===== src/rtl/btn_event_sched.sv =====
// Per-button press/long/repeat/release classifier with a one-entry pending slot per
// button, serialised onto a single valid/ready event stream by a round-robin arbiter.
module btn_event_sched #(
    parameter int unsigned N_BTN        = 4,
    parameter int unsigned LONG_TICKS   = 8,
    parameter int unsigned REPEAT_TICKS = 4,
    parameter int unsigned CW           = 8
) (
    input  logic                     clk,
    input  logic                     rst_n,
    input  logic                     tick,
    input  logic [N_BTN-1:0]         btn_lvl,
    output logic                     evt_valid,
    input  logic                     evt_ready,
    output logic [$clog2(N_BTN)-1:0] evt_id,
    output logic [1:0]               evt_type,
    output logic [N_BTN-1:0]         overflow,
    input  logic                     clr_overflow
);

    localparam int unsigned IW = $clog2(N_BTN);

    localparam logic [1:0] EVT_REL   = 2'b00;
    localparam logic [1:0] EVT_PRESS = 2'b01;
    localparam logic [1:0] EVT_LONG  = 2'b10;
    localparam logic [1:0] EVT_REP   = 2'b11;

    typedef enum logic [1:0] {
        S_IDLE    = 2'd0,
        S_PRESSED = 2'd1,
        S_HELD    = 2'd2
    } state_t;

    state_t            r_state [N_BTN];
    logic [CW-1:0]     r_cnt   [N_BTN];
    logic [1:0]        r_ptype [N_BTN];
    logic [N_BTN-1:0]  r_prev;
    logic [N_BTN-1:0]  r_pend;
    logic [N_BTN-1:0]  r_overflow;
    logic [IW-1:0]     r_rr_ptr;
    logic              r_evt_valid;
    logic [IW-1:0]     r_evt_id;
    logic [1:0]        r_evt_type;

    logic [N_BTN-1:0]  w_rise;
    logic [N_BTN-1:0]  w_fall;
    logic [N_BTN-1:0]  w_emit;
    logic [1:0]        w_etype   [N_BTN];
    logic [CW-1:0]     w_cnt_inc [N_BTN];
    logic              w_load;
    logic              w_any;
    logic [IW-1:0]     w_win;
    int unsigned       w_idx;
    logic [N_BTN-1:0]  w_grant;
    logic [IW-1:0]     w_rr_next;

    assign w_rise = btn_lvl & ~r_prev;
    assign w_fall = ~btn_lvl & r_prev;

    // Event classification; a falling edge masks any tick-driven event in the same cycle
    always_comb begin
        for (int i = 0; i < int'(N_BTN); i++) begin
            w_emit[i]    = 1'b0;
            w_etype[i]   = EVT_REL;
            w_cnt_inc[i] = r_cnt[i] + CW'(1);
            case (r_state[i])
                S_IDLE: begin
                    if (w_rise[i]) begin
                        w_emit[i]  = 1'b1;
                        w_etype[i] = EVT_PRESS;
                    end
                end
                S_PRESSED: begin
                    if (w_fall[i]) begin
                        w_emit[i] = 1'b1;
                    end else if (tick && (w_cnt_inc[i] == CW'(LONG_TICKS))) begin
                        w_emit[i]  = 1'b1;
                        w_etype[i] = EVT_LONG;
                    end
                end
                S_HELD: begin
                    if (w_fall[i]) begin
                        w_emit[i] = 1'b1;
                    end else if (tick && (w_cnt_inc[i] == CW'(REPEAT_TICKS))) begin
                        w_emit[i]  = 1'b1;
                        w_etype[i] = EVT_REP;
                    end
                end
                default: ;
            endcase
        end
    end

    // Round-robin search over pending slots starting at r_rr_ptr
    always_comb begin
        w_load = ~r_evt_valid | evt_ready;
        w_any  = 1'b0;
        w_win  = '0;
        w_idx  = 0;
        for (int unsigned k = 0; k < N_BTN; k++) begin
            w_idx = 32'(r_rr_ptr) + k;
            if (w_idx >= N_BTN) begin
                w_idx = w_idx - N_BTN;
            end
            if (!w_any && r_pend[IW'(w_idx)]) begin
                w_any = 1'b1;
                w_win = IW'(w_idx);
            end
        end
        for (int i = 0; i < int'(N_BTN); i++) begin
            w_grant[i] = w_load & w_any & (w_win == IW'(i));
        end
        w_rr_next = (w_win == IW'(N_BTN - 1)) ? '0 : w_win + IW'(1);
    end

    always_ff @(posedge clk or negedge rst_n) begin
        if (!rst_n) begin
            for (int i = 0; i < int'(N_BTN); i++) begin
                r_state[i] <= S_IDLE;
                r_cnt[i]   <= '0;
                r_ptype[i] <= EVT_REL;
            end
            r_prev      <= '0;
            r_pend      <= '0;
            r_overflow  <= '0;
            r_rr_ptr    <= '0;
            r_evt_valid <= 1'b0;
            r_evt_id    <= '0;
            r_evt_type  <= EVT_REL;
        end else begin
            r_prev <= btn_lvl;
            for (int i = 0; i < int'(N_BTN); i++) begin
                case (r_state[i])
                    S_IDLE: begin
                        if (w_rise[i]) begin
                            r_state[i] <= S_PRESSED;
                            r_cnt[i]   <= '0;
                        end
                    end
                    S_PRESSED: begin
                        if (w_fall[i]) begin
                            r_state[i] <= S_IDLE;
                        end else if (tick) begin
                            if (w_cnt_inc[i] == CW'(LONG_TICKS)) begin
                                r_state[i] <= S_HELD;
                                r_cnt[i]   <= '0;
                            end else begin
                                r_cnt[i] <= w_cnt_inc[i];
                            end
                        end
                    end
                    S_HELD: begin
                        if (w_fall[i]) begin
                            r_state[i] <= S_IDLE;
                        end else if (tick) begin
                            r_cnt[i] <= (w_cnt_inc[i] == CW'(REPEAT_TICKS)) ? '0 : w_cnt_inc[i];
                        end
                    end
                    default: r_state[i] <= S_IDLE;
                endcase

                // New event wins the slot even when it is granted this cycle
                if (w_emit[i]) begin
                    r_pend[i]  <= 1'b1;
                    r_ptype[i] <= w_etype[i];
                end else if (w_grant[i]) begin
                    r_pend[i] <= 1'b0;
                end
            end

            r_overflow <= (r_overflow & ~{N_BTN{clr_overflow}}) | (w_emit & r_pend & ~w_grant);

            if (w_load) begin
                r_evt_valid <= w_any;
                if (w_any) begin
                    r_evt_id   <= w_win;
                    r_evt_type <= r_ptype[w_win];
                    r_rr_ptr   <= w_rr_next;
                end
            end
        end
    end

    assign evt_valid = r_evt_valid;
    assign evt_id    = r_evt_id;
    assign evt_type  = r_evt_type;
    assign overflow  = r_overflow;

endmodule


===== config.mk =====
export PLATFORM = sky130hd
export DESIGN_NAME = btn_event_sched
export DESIGN_NICKNAME = d
export VERILOG_FILES = /design/src/rtl/btn_event_sched.sv
export SDC_FILE = /design/constraint.sdc
export NUM_CORES = 1
export LEC_CHECK = 0
export BUFFER_PORTS_ARGS = -buffer_cell sky130_fd_sc_hd__buf_2
export CAP_MARGIN = 40
export CORE_ASPECT_RATIO = 1.75
export CORE_UTILIZATION = 30
export CTS_CLUSTER_DIAMETER = 150
export CTS_CLUSTER_SIZE = 20
export DETAILED_ROUTE_END_ITERATION = 16
export PLACE_DENSITY = 0.48
export SYNTH_ARGS = -nofsm -noshare
export SYNTH_HDL_FRONTEND = slang
export SYNTH_SLANG_ARGS = --single-unit

===== constraint.sdc =====
create_clock -name clk -period 2.3 [get_ports clk]
set_input_delay 0.46 -clock clk [delete_from_list [all_inputs] [get_ports clk]]
set_output_delay 0.46 -clock clk [all_outputs]
set_load 0.01 [all_outputs]

Word level (Yosys, flattened, before mapping)
Cells that the tools add are included.
{"block": "totals", "word_cells": 284, "output_inout_bits": 9, "reg_bits": 67}
{"block": "op_classes", "reduce_logical": 36, "mux": 136, "magnitude_cmp": 9, "n_eq_ne": 51, "bitwise_logic": 18, "addsub": 12}
{"cell": "$mux 8", "n": 28}
{"cell": "$pmux 8 s3", "n": 4}
{"cell": "$mux 2", "n": 47}
{"cell": "$ne 2x2->1 const B", "n": 24}
{"cell": "$pmux 2 s3", "n": 8}
{"cell": "$mux 1", "n": 40}
{"cell": "$add 8x1->8 const B", "n": 4}
{"cell": "$eq 8x3->1 const B", "n": 4}
{"cell": "$eq 8x4->1 const B", "n": 4}
{"cell": "$ne 3x3->1 const B", "n": 8}
{"cell": "$reduce_and 6->1", "n": 4}
{"cell": "$and 4x4->4", "n": 5}
{"cell": "$not 4->4", "n": 4}
{"cell": "$reduce_and 4->1", "n": 4}
{"cell": "$eq 2x2->1 const B", "n": 6}
{"cell": "$ge 3x3->1 const B", "n": 4}
{"cell": "$lt 2x3->1 const B", "n": 4}
{"cell": "$pmux 1 s3", "n": 4}
{"cell": "$reduce_bool 3->1", "n": 4}
{"cell": "$logic_and 1x1->1", "n": 11}
{"cell": "$eq 2x1->1 const B", "n": 5}
{"cell": "$logic_not 2->1", "n": 5}
{"cell": "$bmux 1 s2", "n": 4}
{"cell": "$reduce_bool 2->1", "n": 4}
{"cell": "13 further kinds", "n": 23}

Logic depth before layout (Yosys ltp)
Gate-level depths: netlist of run 1.
{"block": "logic_depth", "depth_word": 19, "ltp_mapped": 10}

Worst setup path before layout of run 1
No wires, ideal clock.
{"block": "synth_timing", "path_kind": "register -> register", "startpoint": "register r_cnt[17] (netlist bit)", "endpoint": "register r_ptype[4] (netlist bit)", "arrival_ns": 2.223, "stages_incl_launch_ff": 7, "required_time_ns": 2.175, "path_slack_ns": -0.048, "path_buffers": 0, "setup_time_ns": 0.125, "path_cell_list": "dfrtp_1 > and3b_1 > or2_1 > or3b_1 > a31o_1 > o41a_1 > mux2_4"}
{"block": "synth_between", "elab_chain_len": 6, "word_cells_on_any_way": 13, "classes_between": "add/sub (1); eq/ne (2); mux (8); reduce/logical (2)"}
{"element": "from (decl)", "line": "35", "rtl": "logic [CW-1:0] r_cnt [N_BTN];"}
{"element": "from (signal, indexed assignment)", "line": "148", "rtl": "r_cnt[i] <= w_cnt_inc[i];"}
{"element": "from (signal, indexed assignment)", "line": "156", "rtl": "r_cnt[i] <= (w_cnt_inc[i] == CW'(REPEAT_TICKS)) ? '0 : w_cnt_inc[i];"}
{"element": "$add 8x1->8 (*)", "line": "65", "rtl": "w_cnt_inc[i] = r_cnt[i] + CW'(1);"}
{"element": "$eq 8x3->1 / $eq 8x4->1 (equally long branches)", "line": "84, 76"}
{"element": "$logic_and 1x1->1 (on tied branches)", "line": "84, 76"}
{"element": "$mux 2 (tied with other cells)", "line": "84", "rtl": "end else if (tick && (w_cnt_inc[i] == CW'(REPEAT_TICKS))) begin"}
{"element": "$mux 2 (tied with other cells)", "line": "82", "rtl": "if (w_fall[i]) begin"}
{"element": "$pmux 2 s3 / $pmux 1 s3 (equally long branches)", "line": "66", "rtl": "case (r_state[i])"}
{"element": "to (signal, indexed assignment)", "line": "165", "rtl": "r_ptype[i] <= w_etype[i];"}
{"element": "to (decl)", "line": "36", "rtl": "logic [1:0] r_ptype [N_BTN];"}
Every way passes the cells marked *; elsewhere a longest branch is shown, timed or not.
A chain may end at the register's enable or synchronous reset.

Final worst setup path of run 1
{"block": "layout_timing", "startpoint": "register r_cnt[16] (netlist bit)", "endpoint": "register r_ptype[4] (netlist bit)"}
Same word-level chain as after synthesis.

==> results of run 1 <==
[per-stage QoR]
| step | utilization, % | TNS (ns) | area [µm²] | instances | hold WS [ns] |
|---|---|---|---|---|---|
| 2_1_floorplan | - | 0 | 4662 | 548 | 0.1644 |
| 3_3_place_gp | 35.77 | 0 | 5360 | 789 | 0.4742 |
| 3_5_place_dp | 35.82 | 0 | 5368 | 790 | 0.4842 |
| 4_1_cts | 37.88 | 0 | 5677 | 806 | 0.1219 |
| 5_1_grt | 38.61 | -0.1389 | 5786 | 809 | 0.1357 |
| 6_report | 38.61 | -0.001102 | 5786 | 809 | 0.09856 |
[cells by family (layout without fill, tap and decap cells)]
| family | after synthesis | in the layout |
|---|---|---|
| XOR/XNOR | 8 | 8 |
| AO/OA/AOI/OAI | 139 | 139 |
| buffers and inverters | 58 | 136 |
| adder cells (fa/ha/maj) | 26 | 26 |
| flip-flops | 67 | 67 |
| AND/OR/NAND/NOR | 225 | 225 |
| multiplexers | 25 | 25 |
[final cells by class]
class,instances,area (µm²)
clock buffers,9,225.2
clock inverters,7,83.83
fillers,1531,9200
inverters,38,142.6
multi-input cells,423,2833
flip-flops and latches,67,1679
well taps,183,229.0
repair buffers,82,593.1
[state kept, by name (all words and copies together) (netlist names)]
| name | count |
|---|---|
| r_rr_ptr | 2 |
| r_prev | 4 |
| r_state | 8 |
| evt_id | 2 |
| r_cnt | 32 |
| evt_valid | 1 |
| overflow | 4 |
| r_ptype | 8 |
| evt_type | 2 |
| r_pend | 4 |
[Yosys cell counts (9+ instances only)]
cell type,n,area share [%]
a21oi_1,23,2.5
and3_1,9,1.2
clkbuf_1,16,1.3
dfrtp_1,67,36
ha_1,26,7.0
inv_1,38,3.1
mux2_2,11,2.7
mux2i_1,12,2.6
nand2_1,70,5.6
nand2b_1,14,1.9
nand3_1,27,2.9
nor2_1,32,2.6
nor3_1,20,2.1
o211ai_1,12,1.9
o21ai_0,31,3.3
o31ai_1,11,1.8
or2_2,10,1.3
or3_1,12,1.6
[timing repair]
item | 4_1_cts | 5_1_grt
buffers inserted | 0 | 3
endpoints found under the setup margin | 0 | 29
gates resized for setup | 0 | 25
[layer usage]
layer  part of all wire (%)  vias to the layer above
li1                       -                     2138
met1                     39                     2056
met2                     54                       78
met3                    2.6                       39
met4                    4.8                        0
met5                      0                        -
[critical path, cell delays in order (launching register included)]
cell	delay [ns]
dfrtp_2	0.42
and3b_1	0.20
or2_4	0.26
or3b_4	0.38
a31o_1	0.18
o41a_1	0.43
mux2_4	0.32
[final timing paths]
kind                       startpoint         end  cells after the start
max reg2reg                 r_cnt[16]  r_ptype[4]                      6
min                             rst_n    r_cnt[7]                      1
min in group clk           btn_lvl[2]   r_prev[2]                      1
min reg2reg                r_ptype[7]  r_ptype[7]                      1
max in group asynchronous       rst_n   r_cnt[23]                      2
max                         r_cnt[16]  r_ptype[4]                      6
[power by group]
group	leakage (nW)	switching (W)	total, W	internal (W)
clock network	0.149	0.000598	0.00146	0.000859
registers	0.878	0.000280	0.00173	0.00145
logic	1.54	0.00157	0.00282	0.00125
total	2.56	0.00245	0.00601	0.00357
==> summary.md, run 1 <==
| Metric | Value |
|---|---|
| Reg clk slew, reported paths | 0.06 ns |
| Wire per inst | between 15 and 20 µm |
| Syn Std Cell Area | 0.004659 mm² |
| RSZ-0062 raised after global routing | yes |
| Status | finished with violations |
| EDFF count, synth | 0 |
| Netlist cell types | 64 |
| Arrival @ worst endpoint | 2.52 ns |
| Met3 GRT Util | 2.740% |
| CP Data Required Time | 2.52 ns |
| Most common cell after layout, fill and taps aside | nand2_1 |
| Final period utilization | 100.0% |
| First-pass GRT wire length | 20.25 mm |
| Worst Skew | 0.009630 ns |
| Syn_nets | between 500 and 600 |
| Internal reg-to-reg setup slack | -0.001 ns |
| Insertion delay to the later sink of the worst-skew pair | 0.34 ns |
| CTS Buf Count | 9 |
| Initial Utilization | 31.09% |
| DRC viols | 0 |
| Largest family of logic cells by synthesized area | simple AND/OR/NAND/NOR gates |
| Hold Buf Count CTS | 0 |
| Die area | approximately 0.016 mm² |
| Detail Placement HPWL | 9.641 mm |
| Pre-Repair DR Iteration Count | 4 |
| Dpl ws | about 0.042 ns |
| Routability cong. | roughly 0.90 |
| Final setup vio count | 1 |
| Worst-path fanout max | 4 |
| Final Hold Vio Count | 0 |
| Top FF cell, synth | dfrtp_1 |
| Max-slew headroom | 51.61% |
| Met1 Resource Use GR | 16.55% |
| Slew Viols, Final | 0 |
| M2 GR Usage | 29.57% |
| #FFs+latches synth | 67 |
| Fmax | about 430 MHz |
| Final-stage net count | 656 |
| Commonest non-fill, non-tap cells in the layout | nand2_1 (70), dfrtp_1 (65), buf_4 (62), inv_1 (37), nor2_1 (32) |
| H-tree levels | 3 |
| Die width | 96.21 µm |
| Post-synthesis mux area share | 5.881% |
| WL final | 12.54 mm |
| Tot Pwr | 0.006013 W |
| Total track usage | 16.32% |
| I/O Buffers | 17 |
| Async set or reset register ratio after synthesis | between 90% and 100% |
| Core area | approximately 0.015 mm² |
| Violated checks | setup timing |
| Die Ht | 166.9 µm |
| Worst-Margin Slew | 0.7231 ns |
| Initial antenna violation count | 0 |
| Number of global-route vias before repair | 4345 |
| Layer with the highest usage | met2 |
| Crit path kind | reg2reg |
| Layout cells sized above 1 | about a quarter |
| Ys Warns | 0 |
| Leakage | 2.561 nW |
| Via count | roughly 4300 |
| Min Clock Period, post-route | 2.301 ns |
| Antenna viol nets, final | 0 |
| CTS Sinks | 67 |
| # rows | 59 |
| Post-Synth Adder-Cell Area | under 10% |
| Pwr/cell area | 1039 mW/mm² |
| Setup ws final | -0.001102 ns |
| ANT cells | 0 |
| Worst setup SP type | flop |
| Number of top-level pins | 18 |
| GRT overflow | 0 |
| Tightest Hold Check Type | in2async |
| Vias/cell | 5.329 |
| TritonCTS clock tree | yes |
| Clock Tree Buf Depth | 2 |
| DR iter-0 viols | 142 |
| Post-synthesis cell count | 548 |
| Worst setup EP type | flop |
| Synth Area in Compound Gates | 20.73% |
| Simple-Gate Fraction of Synth Area | between 20% and 30% |
| Mapped Avg Cell Area | 8.503 µm² |
| Largest net degree at the start of global routing | 29 |
| VDD IR max | 407.3 µV |
| Xor/xnor cell area share of the yosys netlist | 1.504% |
| MaxCap Viol Count | 0 |
| P&R area growth vs syn | 24.17% |
| Root buffer cell | clkbuf_16 |
| Part of the Yosys area used for sequential elements | 35.98% |
(Power assumes the default switching activity.)
==> run 2, diff against run 1 <==
Settings changed: CORE_UTILIZATION 30 to 55, PLACE_DENSITY 0.48 to 0.77.
==> summary.md, run 2 (same netlist as run 1, synthesis figures left out) <==
| Metric | Value |
|---|---|
| Status | finished, final reports clean |
| Worst-Margin Slew | 0.8625 ns (+0.1394 ns) |
| Delay of the slowest critical-path stage | 0.43 ns (about the same) |
| DRC viols | 0 (unchanged) |
| Slowest stage cell, crit path | dfrtp_2 |
| Final setup vio count | 0 (-1) |
| RSZ-0062 raised after global routing | yes |
| Hold Buf Count CTS | 0 (unchanged) |
| Clock Power Share | 22.9% (-1.3 points) |
| Largest register FFs | 32 (unchanged) |
| CTS Sinks | 67 (unchanged) |
| Routability cong. | 0.9823 (+8.8%) |
| Placed Cells | 686 (-13%) |
| Final Cell Area | 0.005622 mm² (-2.8%) |
| P_int | 0.003524 W (-1.2%) |
| Worst Skew | 0.003630 ns (-0.006001 ns) |
| VDD IR max | 624.6 µV (+53%) |
| H-tree levels | 3 (unchanged) |
| Tightest Hold Check Type | in2async |
| Wire per inst | 16.55 µm (+6.8%) |
| Final-stage net count | 648 (-1.2%) |
| Initial antenna violation count | 0 (unchanged) |
| Die area | 0.008858 mm² (-45%) |
| Die Ht | 123.8 µm (-26%) |
| Worst setup SP type | flop |
| Slew Viols, Final | 0 (unchanged) |
| Number of top-level pins | 18 (unchanged) |
| Layout cells sized above 1 | 21.84% (-2.0 points) |
| Root buffer cell | clkbuf_16 |
| # rows | 44 (-25%) |
| I/O Buffers | 17 (unchanged) |
| Sequential power share | 29.2% (+0.4 points) |
| Final period utilization | 98.65% (-1.4 points) |
| Reg clk slew, reported paths | 0.05 ns (about the same) |
| Leakage | 2.532 nW (-1.2%) |
| Pwr/cell area | 1044 mW/mm² (+0.41%) |
| Placed cell area | 0.005181 mm² (-3.5%) |
| Combinational fraction of design power | 47.8% (+0.9 points) |
| CP Data Required Time | 2.51 ns (about the same) |
| WL final | 11.75 mm (-6.3%) |
| Core area | 0.008258 mm² (-45%) |
| Arrival @ worst endpoint | 2.48 ns (-0.04 ns) |
| Via count | 4442 (+3.0%) |
| Largest net degree at the start of global routing | 50 (+72%) |
| Max-slew headroom | 42.50% (-9.1 points) |
| TritonCTS clock tree | yes |
| Antenna viol nets, final | 0 (unchanged) |
| First-pass GRT wire length | 18.91 mm (-6.6%) |
| Pre-Repair DR Iteration Count | 4 (unchanged) |
| Switching share of total power | 39.92% (-0.77 points) |
| Crit-path cells | and3b_1 > or2_1 > or3b_1 > a31o_1 > o41a_1 > mux2_4 |
| ANT cells | 0 (unchanged) |
| MaxCap Viol Count | 0 (unchanged) |
| P&R area growth vs syn | 20.65% |
| Number of global-route vias before repair | 4440 (+2.2%) |
| Initial Utilization | 56.42% (+25 points) |
| Area occupied by multi-input gates | 0.002835 mm² (about the same) |
| Most common cell after layout, fill and taps aside | nand2_1 |
| Worst setup EP type | flop |
| Worst-path fanout max | 4 (unchanged) |
| Fin cells | 710 (-12%) |
| Net Switching | 0.002342 W (-4.3%) |
| Reg area | 0.001679 mm² (unchanged) |
| Fillers | 646 (-58%) |
| Die width | 71.58 µm (-26%) |
| Vias/cell | 6.256 (+17%) |
| Commonest non-fill, non-tap cells in the layout | nand2_1 (70), dfrtp_1 (65), buf_4 (53), inv_1 (38), nor2_1 (32) |
| GRT overflow | 0 (unchanged) |
| Detail Placement HPWL | 8.734 mm (-9.4%) |
| Insertion delay to the later sink of the worst-skew pair | 0.33 ns (about the same) |
| Final Hold Vio Count | 0 (unchanged) |
| CTS Buf Count | 9 (unchanged) |
| Total track usage | 27.22% (+11 points) |
| Min Clock Period, post-route | 2.269 ns (-0.03207 ns) |
| Fmax | 440.7 MHz (+1.4%) |
| Biggest register | r_cnt |
| Crit path kind | reg2reg |
| DR iter-0 viols | 176 (+24%) |
| Biggest regs | r_cnt x32, r_ptype x8, r_state x8 |
| Clock Tree Buf Depth | 2 (unchanged) |
-- run 2: changes by cell type in the layout (fill, tap and decap cells not counted), sizes merged --
cell,previous run,this run
clkinv,2,3
inv,41,38
buf,82,74
clkbuf,9,11
-- run 2: area by class of cell --
type,instances,area share [%]
clock buffers,11,4.318
repair buffers,74,9.860
well taps,92,2.048
flip-flops and latches,67,29.87
inverters,38,2.537
clock inverters,5,0.9348
multi-input cells,423,50.43
-- run 2: worst max-delay path: cells and delay by family (launching register included) --
kind	cells	cell delay (ns)
AND/OR/NAND/NOR	3	0.82
AO/OA/AOI/OAI	2	0.58
flip-flops	1	0.43
multiplexers	1	0.32
-- run 2: worst paths after layout --
| kind | cells past startpoint | slack (ns) | start | end |
|---|---|---|---|---|
| hold reg to reg | 1 | 0.50 | evt_type[1] | evt_type[1] |
| hold / removal | 1 | 0.09 | rst_n | r_rr_ptr[1] |
| min in group clk | 1 | 0.31 | btn_lvl[2] | r_prev[2] |
| setup reg to reg | 6 | 0.03 | r_cnt[16] | r_ptype[5] |
| max in group asynchronous | 2 | 1.58 | rst_n | r_cnt[13] |
| setup / recovery | 6 | 0.03 | r_cnt[16] | r_ptype[5] |
-- run 2: per-stage QoR --
stage               setup TNS, ns  hold slack (ns)  setup slack, ns  power [W]  utilization (%)
finish                          0          0.08511          0.03097   0.005867            68.08
global route              -0.2301           0.1234         -0.05947   0.006256            68.08
CTS                             0           0.1006          0.02628   0.005769            66.53
detailed placement      -0.001020           0.4521        -0.001020   0.004394            62.74
global placement                0           0.4435          0.04701   0.004255            62.74
floorplan                       0           0.1644          0.01794   0.003437                -
-- run 2: power by group through the flow --
| stage | Combinational, W | Sequential, W | Clock [W] |
|---|---|---|---|
| 6_report | 0.00281 | 0.00171 | 0.00134 |
| 5_1_grt | 0.00308 | 0.00176 | 0.00142 |
| 4_1_cts | 0.00270 | 0.00171 | 0.00136 |
| 3_5_place_dp | 0.00266 | 0.00173 | 0 |
| 3_3_place_gp | 0.00255 | 0.00171 | 0 |
| 2_1_floorplan | 0.00172 | 0.00172 | 0 |
-- run 2: timing repair --
action | in CTS | in global routing
pin swaps | 4 | 9
endpoints found under the setup margin | 2 | 22
resized for setup | 1 | 19
cloned | 0 | 0
setup buffers | 2 | 6
-- run 2: per-layer routing --
metal	share of wire [%]	track usage [%]
met1	36	23.92
met4	3.6	14.83
met5	0	0
met2	58	55.83
met3	3.1	5.178
